### config.mk
export PLATFORM = sky130hd
export DESIGN_NAME = uart_tx_fifo
export DESIGN_NICKNAME = d
export VERILOG_FILES = /design/src/rtl/uart_tx_fifo.sv
export SDC_FILE = /design/constraint.sdc
export NUM_CORES = 1
export LEC_CHECK = 0
export ABC_AREA = 1
export BUFFER_PORTS_ARGS = -buffer_cell sky130_fd_sc_hd__buf_2
export CAP_MARGIN = 15
export CORE_ASPECT_RATIO = 1.5
export CORE_MARGIN = 2
export CORE_UTILIZATION = 50
export CTS_CLUSTER_DIAMETER = 50
export DETAILED_ROUTE_END_ITERATION = 16
export PLACE_DENSITY = 0.73
export SLEW_MARGIN = 0
export SYNTH_ARGS = -nofsm -noshare
export SYNTH_HDL_FRONTEND = slang
export SYNTH_SLANG_ARGS = --single-unit
export TNS_END_PERCENT = 10
### constraint.sdc
create_clock -name clk -period 2.4 [get_ports clk]
set_input_delay 0.48 -clock clk [delete_from_list [all_inputs] [get_ports clk]]
set_output_delay 0.48 -clock clk [all_outputs]
set_load 0.02 [all_outputs]
### src/rtl/uart_tx_fifo.sv
// uart_tx_fifo: circular byte FIFO draining into a UART transmitter via start/busy handshake; UART_TX_FIFO_OVERFLOW_EN adds a sticky overflow flag
module uart_tx_fifo #(
    parameter int DEPTH     = 16,
    parameter int ADDR_W    = 4,
    parameter int BUSY_WAIT = 3
) (
    input  logic              clk,
    input  logic              reset,
    input  logic              wr_en,
    input  logic [7:0]        wr_data,
    output logic              full,
    output logic              empty,
    output logic [ADDR_W:0]   count,
    output logic              tx_start,
    output logic [7:0]        tx_data,
    input  logic              tx_busy,
    output logic              overflow
);
    localparam int CW = $clog2(BUSY_WAIT + 1);
    localparam logic [ADDR_W:0] FULL_CNT = (ADDR_W + 1)'(DEPTH);
    localparam logic [CW-1:0] WAIT_MAX = CW'(BUSY_WAIT);
    typedef enum logic [1:0] {IDLE, START, WAIT_BUSY, WAIT_DONE} state_t;
    state_t state;
    logic [7:0] mem [DEPTH];
    logic [ADDR_W-1:0] wr_ptr, rd_ptr;
    logic [CW-1:0] wait_cnt;
    logic do_wr, do_pop;
    logic [ADDR_W:0] count_nxt;
    always_comb begin
        do_wr = wr_en && !full;
        do_pop = state == IDLE && !empty && !tx_busy;
        count_nxt = count + (ADDR_W + 1)'(do_wr) - (ADDR_W + 1)'(do_pop);
    end
    always_ff @(posedge clk)
        if (do_wr) mem[wr_ptr] <= wr_data;
    always_ff @(posedge clk) begin
        if (reset) begin
            wr_ptr   <= '0;
            rd_ptr   <= '0;
            count    <= '0;
            full     <= 1'b0;
            empty    <= 1'b1;
            tx_start <= 1'b0;
            tx_data  <= 8'h00;
            wait_cnt <= '0;
            state    <= IDLE;
        end else begin
            wr_ptr   <= wr_ptr + ADDR_W'(do_wr);
            rd_ptr   <= rd_ptr + ADDR_W'(do_pop);
            count    <= count_nxt;
            full     <= count_nxt == FULL_CNT;
            empty    <= count_nxt == '0;
            tx_start <= do_pop;
            if (do_pop) tx_data <= mem[rd_ptr];
            case (state)
                IDLE:      if (do_pop) state <= START;
                START: begin
                    state    <= WAIT_BUSY;
                    wait_cnt <= '0;
                end
                // give up on busy if it never rises: transmitter finished or ignored the start
                WAIT_BUSY: if (tx_busy) state <= WAIT_DONE;
                           else if (wait_cnt + 1'b1 == WAIT_MAX) state <= IDLE;
                           else wait_cnt <= wait_cnt + 1'b1;
                WAIT_DONE: if (!tx_busy) state <= IDLE;
                default:   state <= IDLE;
            endcase
        end
    end
`ifdef UART_TX_FIFO_OVERFLOW_EN
    always_ff @(posedge clk)
        overflow <= reset ? 1'b0 : (overflow | (wr_en & full));
`else
    assign overflow = 1'b0;
`endif
endmodule

Word level (Yosys, flattened, before mapping)
Memories as Yosys holds them, arrays and structs flattened. A register that Yosys moved wholly into a read port is not among the register bits.
Cells that the tools add are included.
W data, S select, Z words.

storage, ports and cells
  bits in registers = 20
  input port bits = 12
  ROM bits = 0
  logic and storage cells = 45
  bits in latches = 0
  memories kept = 1
  bits in writable memories = 128
  output and inout port bits = 17

memory list
  name  depth  width  rd ports  clocked after memory_dff  wr ports  line  RTL
  mem   16     8      1         1                         1         24    logic [7:0] mem [DEPTH];

cells by class
  bitwise gates (word level) = 0
  multiply operators = 0
  reduce and logical (&&, ||, !) cells = 11
  divide/modulo/power cells = 0
  add/subtract/negate cells = 5
  $lt $le $gt $ge = 0
  shift operators = 0
  equality and inequality tests = 10
  muxes and demuxes = 10

operators with widths
  cell                   number
  $mux W2                6
  $add A4 B1 Y4          2
  $ne A2 B2 Y1 const B   4
  $pmux W2 S4            1
  $eq A2 B2 Y1 const B   3
  $reduce_and A3 Y1      2
  $add A5 B1 Y5          1
  $eq A5 B5 Y1 const B   1
  $logic_not A5 Y1       1
  $sub A5 B1 Y5          1
  $pmux W2 S2            1
  $logic_and A1 B1 Y1    3
  $logic_not A1 Y1       3
  $ne A3 B3 Y1 const B   1
  $add A2 B1 Y2 const B  1
  $eq A2 B1 Y1 const B   1
  $logic_not A2 Y1       1
  $mux W1                2
  $reduce_bool A2 Y1     1

Logic depth before layout (Yosys ltp)
  depth after elaboration = 5
  gate-level depth with buffers = 12
  depth with buffers taken out = 12

Least setup slack after synthesis
OpenSTA, ideal clock, no wires.

  path type = input-to-reg
  start point = input tx_busy
  end point = register empty
  buffers on the path = 0
  data required time = 2330 ps
  setup slack = 228 ps
  library setup time = 70 ps
  data arrival time = 2102 ps
  stages on the path = 12
  cell sequence = nor2_1 nand2_1 nor2_1 inv_2 nand2_1 ha_1 inv_1 fa_1 o21ai_1 xor2_1 nor2_1 a21oi_1

between the ends
  word-level cells in the longest chain between the ends = 4

ends and longest elaborated chain
  element                 line  RTL
  start: declaration      16    input logic tx_busy,
  $logic_not A1 Y1        -
  $logic_and A1 B1 Y1     31    do_pop = state == IDLE && !empty && !tx_busy;
  $sub A5 B1 Y5           32    count_nxt = count + (ADDR_W + 1)'(do_wr) - (ADDR_W + 1)'(do_pop);
  $logic_not A5 Y1        52    empty <= count_nxt == '0;
  end signal: assignment  42    empty <= 1'b1;
  end signal: assignment  52
  end: declaration        12    output logic empty,

No other way between the ends.
A chain may end at the register's enable or synchronous reset.

Worst setup path in the final report
  start point = register state[1]
  end point = register empty

between the ends
  word-level cells in the longest chain between the ends = 5

ends and longest elaborated chain
  element                            line  RTL
  start: declaration                 23    state_t state;
  start signal: assignment           46    state <= IDLE;
  start signal: assignment           56    IDLE: if (do_pop) state <= START;
  start signal: assignment           58    state <= WAIT_BUSY;
  $logic_not A2 Y1                   31
  $logic_and A1 B1 Y1 (2 in series)  31
  $sub A5 B1 Y5                      32
  $logic_not A5 Y1                   52

No other way between the ends.

==> run summary <==
Summed over all layers, the routed wires come to 14.4 mm. The kind of cell with the highest combined delay along the critical path is adder cells. The logs give 1,088 for the fill cell total of the finished layout and 4410 sq um for the combined flip-flop and latch cell area.

In the final layout, the multi-input gates occupy 1750 sq um. The placement-stage worst setup slack is -0.00639 ns, and the number of flops mapped to enable cells by yosys is 128. The number of standard cells in the final layout excluding fillers is 896.

Setup slack closes at 0.188 ns. The logs give 2 for the buffer depth of the longest clock path and 6700 sq um for the synthesized area. On the final layout, the worst clock skew is 0.00473 ns.

Counting the buffers created by CTS gives 17. The run gives 0 as the number of antenna repair diodes. After synthesis, the share of flip-flops with an asynchronous set or reset is 0%.

For the maximum number of pins on one net before global-route repair, the log shows 66. TritonCTS built the clock tree. The fraction of layout instances using a drive strength above 1 came out at 17.4%.

The first-pass GRT wire length is 23.4 mm. The buffers plus inverters on the worst setup path is 2. Class of the most critical setup path: register to register. Summed over all nets, the half-perimeter wirelength after detailed placement is 9.41 mm. Port buffering added 27 buffers. The final count of hold timing violations was 0; the final count of pins violating max slew was 0. The tools report the via count of the first global-routing pass as 4,823. Number of design rule violations left after detail routing: 0. Using the TritonRoute via totals, the vias-per-cell ratio works out to 5.32. In this run the worst hold path is classified as register to register. Setup repair after global routing left no endpoint under its margin. The clock net in this run drives a total of 156 sinks. The actual slew at the worst max-slew pin is 0.681 ns. The utilization after layout is 58.7%, and the final clock period utilization by the worst path is 92.2%. Once detail routing completed, the nets flagged for antenna violations numbered 0. The initial antenna violation count is 0. For the post-CTS setup buffer count, the log shows 0. The standby leakage power is 3.29 nW, and the count of state elements after synthesis is 156.

CTS placed an instance of sky130_fd_sc_hd__clkbuf_16 at the clock tree root. The synthesized area per cell was 9.85 sq um. The run gives 482 as the first-iteration detailed-routing DRC count. 29 I/O pins were placed. The number of placed cells counting well taps came out at 864.

The synthesized netlist cell count is 680. Dividing total power by cell area gives a power density of 972 nW/um^2. The post-layout minimum cycle time is 2.21 ns, and the required time at the worst-slack endpoint is 2.75 ns.

The die is 98.5 microns wide. For the worst-skew pair, the clock arrives at the later sink with an insertion delay of 0.42 ns. The floorplan core area was 13,000 sq um; the maximum clock frequency was 452 MHz. In this run the vertical extent of the chip is 146 microns. The tools report the total routing resource utilization after global routing as 21.2%. The run gives 745 as the post-layout net count. The critical path goes through nor2_1 -> nand2_1 -> nor2_2 -> inv_2 -> nand2_1 -> ha_1 -> inv_1 -> fa_1 -> o21ai_1 -> xor2_1 -> nor2_1 -> a21oi_1. The peak fanout along the critical path works out to 4. The initial utilization of the core area, before any placement, comes to 51.4%. The routed wire length per instance was 16.1 microns. Across the VDD grid, the largest voltage drop is 0.781 mV.

The final route contains 4,769 vias. The number of nets handed over by synthesis was 701. Data arrives at the worst endpoint at 2.56 ns. Kind of start point of the critical path: a register.

The tool flagged a number of max-cap violations equal to 0. Clock-pin slew was measured on the worst setup and hold paths at 0.06 ns. In the synthesized netlist the dominant register cell turns out to be sky130_fd_sc_hd__edfxtp_1. Setup violations remaining at the end of the flow were counted as 0.

In this run the tightest slew margin relative to its limit is 54.6%. The tools report the count of cell types in the netlist as 24. The run gives 14,400 sq um as the die area.

After synthesis, flip-flops and latches occupy 65.8% of the total area. The final design area excluding fillers is 7640 sq um, and the delay of the slowest cell on the worst path is 0.41 ns. The tools report the number of iterations in the first detailed-routing pass as 5.

Summed over all layers, the global routing overflow is 0. The site row count is 51. The number of warning messages in the yosys log is 0. Number of H-tree levels: 4. On the critical path, the stage with the largest delay is an instance of sky130_fd_sc_hd__fa_1.

The placed cell area is 7080 sq um, and the layout overhead on the synthesized area is 14.1%. The tools report the placer congestion estimate as 0.865. The flow ran to the end, and the final reports show no timing, DRC or antenna violations. The worst setup path is captured at a register.
## through the flow
step	hold slack (ns)	power, mW	TNS [ns]
3_5_place_dp	0.430	4.96	-0.00639
3_3_place_gp	0.418	4.88	0
6_report	0.438	7.42	0
2_1_floorplan	0.407	4.50	0
4_1_cts	0.437	7.43	0
5_1_grt	0.454	7.78	0
## metal layers
layer  vias to the layer above  GRT usage, %  part of all wire, %
li1                       2274             -                    -
met1                      2300          23.0                   37
met2                       159          38.6                   55
met3                        36          4.61                  4.4
met4                         0          10.4                  3.1
met5                         -             0                    0
## layout make-up
cell class              instances  share of cell area [%]
multi-input cells             395                    22.9
well taps                     159                    2.60
clock buffers                  18                    5.90
repair buffers                 54                    4.59
flip-flops and latches        156                    57.7
inverters                     100                    4.91
clock inverters                14                    1.39
## worst paths after layout
| path | start | endpoint | slack, ns | depth (start not counted) |
|---|---|---|---|---|
| worst max register to register | state[1] | empty | 0.19 | 12 |
| worst min register to register | wait_cnt[0] | wait_cnt[0] | 0.44 | 1 |
| worst min-delay path | wait_cnt[0] | wait_cnt[0] | 0.44 | 1 |
| worst max-delay path | state[1] | empty | 0.19 | 12 |
## repair_timing
item | CTS | global route
setup endpoints to repair | 0 | 1
hold buffers | 0 | 0
resized for setup | 0 | 1
## worst reg2reg max path, cell delays in order (launching register included)
cell and delay, ns:
sky130_fd_sc_hd__dfxtp_1 0.33, sky130_fd_sc_hd__nor2_1 0.15, sky130_fd_sc_hd__nand2_1 0.12, sky130_fd_sc_hd__nor2_2 0.14
sky130_fd_sc_hd__inv_2 0.05, sky130_fd_sc_hd__nand2_1 0.06, sky130_fd_sc_hd__ha_1 0.16, sky130_fd_sc_hd__inv_1 0.06
sky130_fd_sc_hd__fa_1 0.41, sky130_fd_sc_hd__o21ai_1 0.20, sky130_fd_sc_hd__xor2_1 0.22, sky130_fd_sc_hd__nor2_1 0.09
sky130_fd_sc_hd__a21oi_1 0.16
## state kept, by name (all words and copies together), names as in the netlist
name	cells
tx_data	8
rd_ptr	4
count	5
mem	128
wr_ptr	4
wait_cnt	2
state	2
empty	1
full	1
tx_start	1
## cell usage in the layout, fill, tap and decap left out
cell type                    count
sky130_fd_sc_hd__nor3_1          2
sky130_fd_sc_hd__xor2_1          3
sky130_fd_sc_hd__fa_1            1
sky130_fd_sc_hd__xnor2_1         3
sky130_fd_sc_hd__inv_4           3
sky130_fd_sc_hd__buf_12          1
sky130_fd_sc_hd__nor4_1          1
sky130_fd_sc_hd__clkbuf_16      18
sky130_fd_sc_hd__buf_4          26
sky130_fd_sc_hd__nor2_1         51
sky130_fd_sc_hd__dfxtp_2         1
sky130_fd_sc_hd__a21oi_1         5
sky130_fd_sc_hd__edfxtp_1      128
sky130_fd_sc_hd__nor2_2          2
sky130_fd_sc_hd__inv_2          39
sky130_fd_sc_hd__nand3b_1        1
sky130_fd_sc_hd__inv_6           5
sky130_fd_sc_hd__clkinv_4        3
sky130_fd_sc_hd__ha_1            8
sky130_fd_sc_hd__conb_1          1
sky130_fd_sc_hd__inv_1          61
sky130_fd_sc_hd__o22ai_1         1
sky130_fd_sc_hd__nand2_1       215
sky130_fd_sc_hd__clkinv_2        2
sky130_fd_sc_hd__clkinvlp_4      1
sky130_fd_sc_hd__dfxtp_1        27
sky130_fd_sc_hd__a211oi_1        1
sky130_fd_sc_hd__nand3_1        95
sky130_fd_sc_hd__buf_2          27
sky130_fd_sc_hd__o21ai_1         5
## cells in the mapped netlist, types with 3 or more instances
library cell / number / area share [%]
sky130_fd_sc_hd__xnor2_1: 3 / 0.39
sky130_fd_sc_hd__inv_2: 39 / 2.2
sky130_fd_sc_hd__buf_4: 9 / 1.0
sky130_fd_sc_hd__dfxtp_1: 28 / 8.4
sky130_fd_sc_hd__inv_1: 61 / 3.4
sky130_fd_sc_hd__edfxtp_1: 128 / 57
sky130_fd_sc_hd__nand2_1: 215 / 12
sky130_fd_sc_hd__o21ai_1: 5 / 0.37
sky130_fd_sc_hd__ha_1: 8 / 1.5
sky130_fd_sc_hd__xor2_1: 3 / 0.39
sky130_fd_sc_hd__nand3_1: 95 / 7.1
sky130_fd_sc_hd__a21oi_1: 5 / 0.37
sky130_fd_sc_hd__buf_2: 14 / 1.0
sky130_fd_sc_hd__clkbuf_1: 5 / 0.28
sky130_fd_sc_hd__nor2_1: 52 / 2.9
## report_power, final
group,internal [mW],switching (mW)
clock,1.40,1.08
sequential,3.14,0.103
combinational,0.534,1.16
## cells by family after synthesis
family          share of synthesized area [%]
compound gates                          0.953
xor+xnor                                0.785
fa+ha+maj                                1.79
buf+inv                                  8.11
flops                                    65.8
other cells                            0.0560
simple gates                             22.5
(Power assumes the default switching activity.)
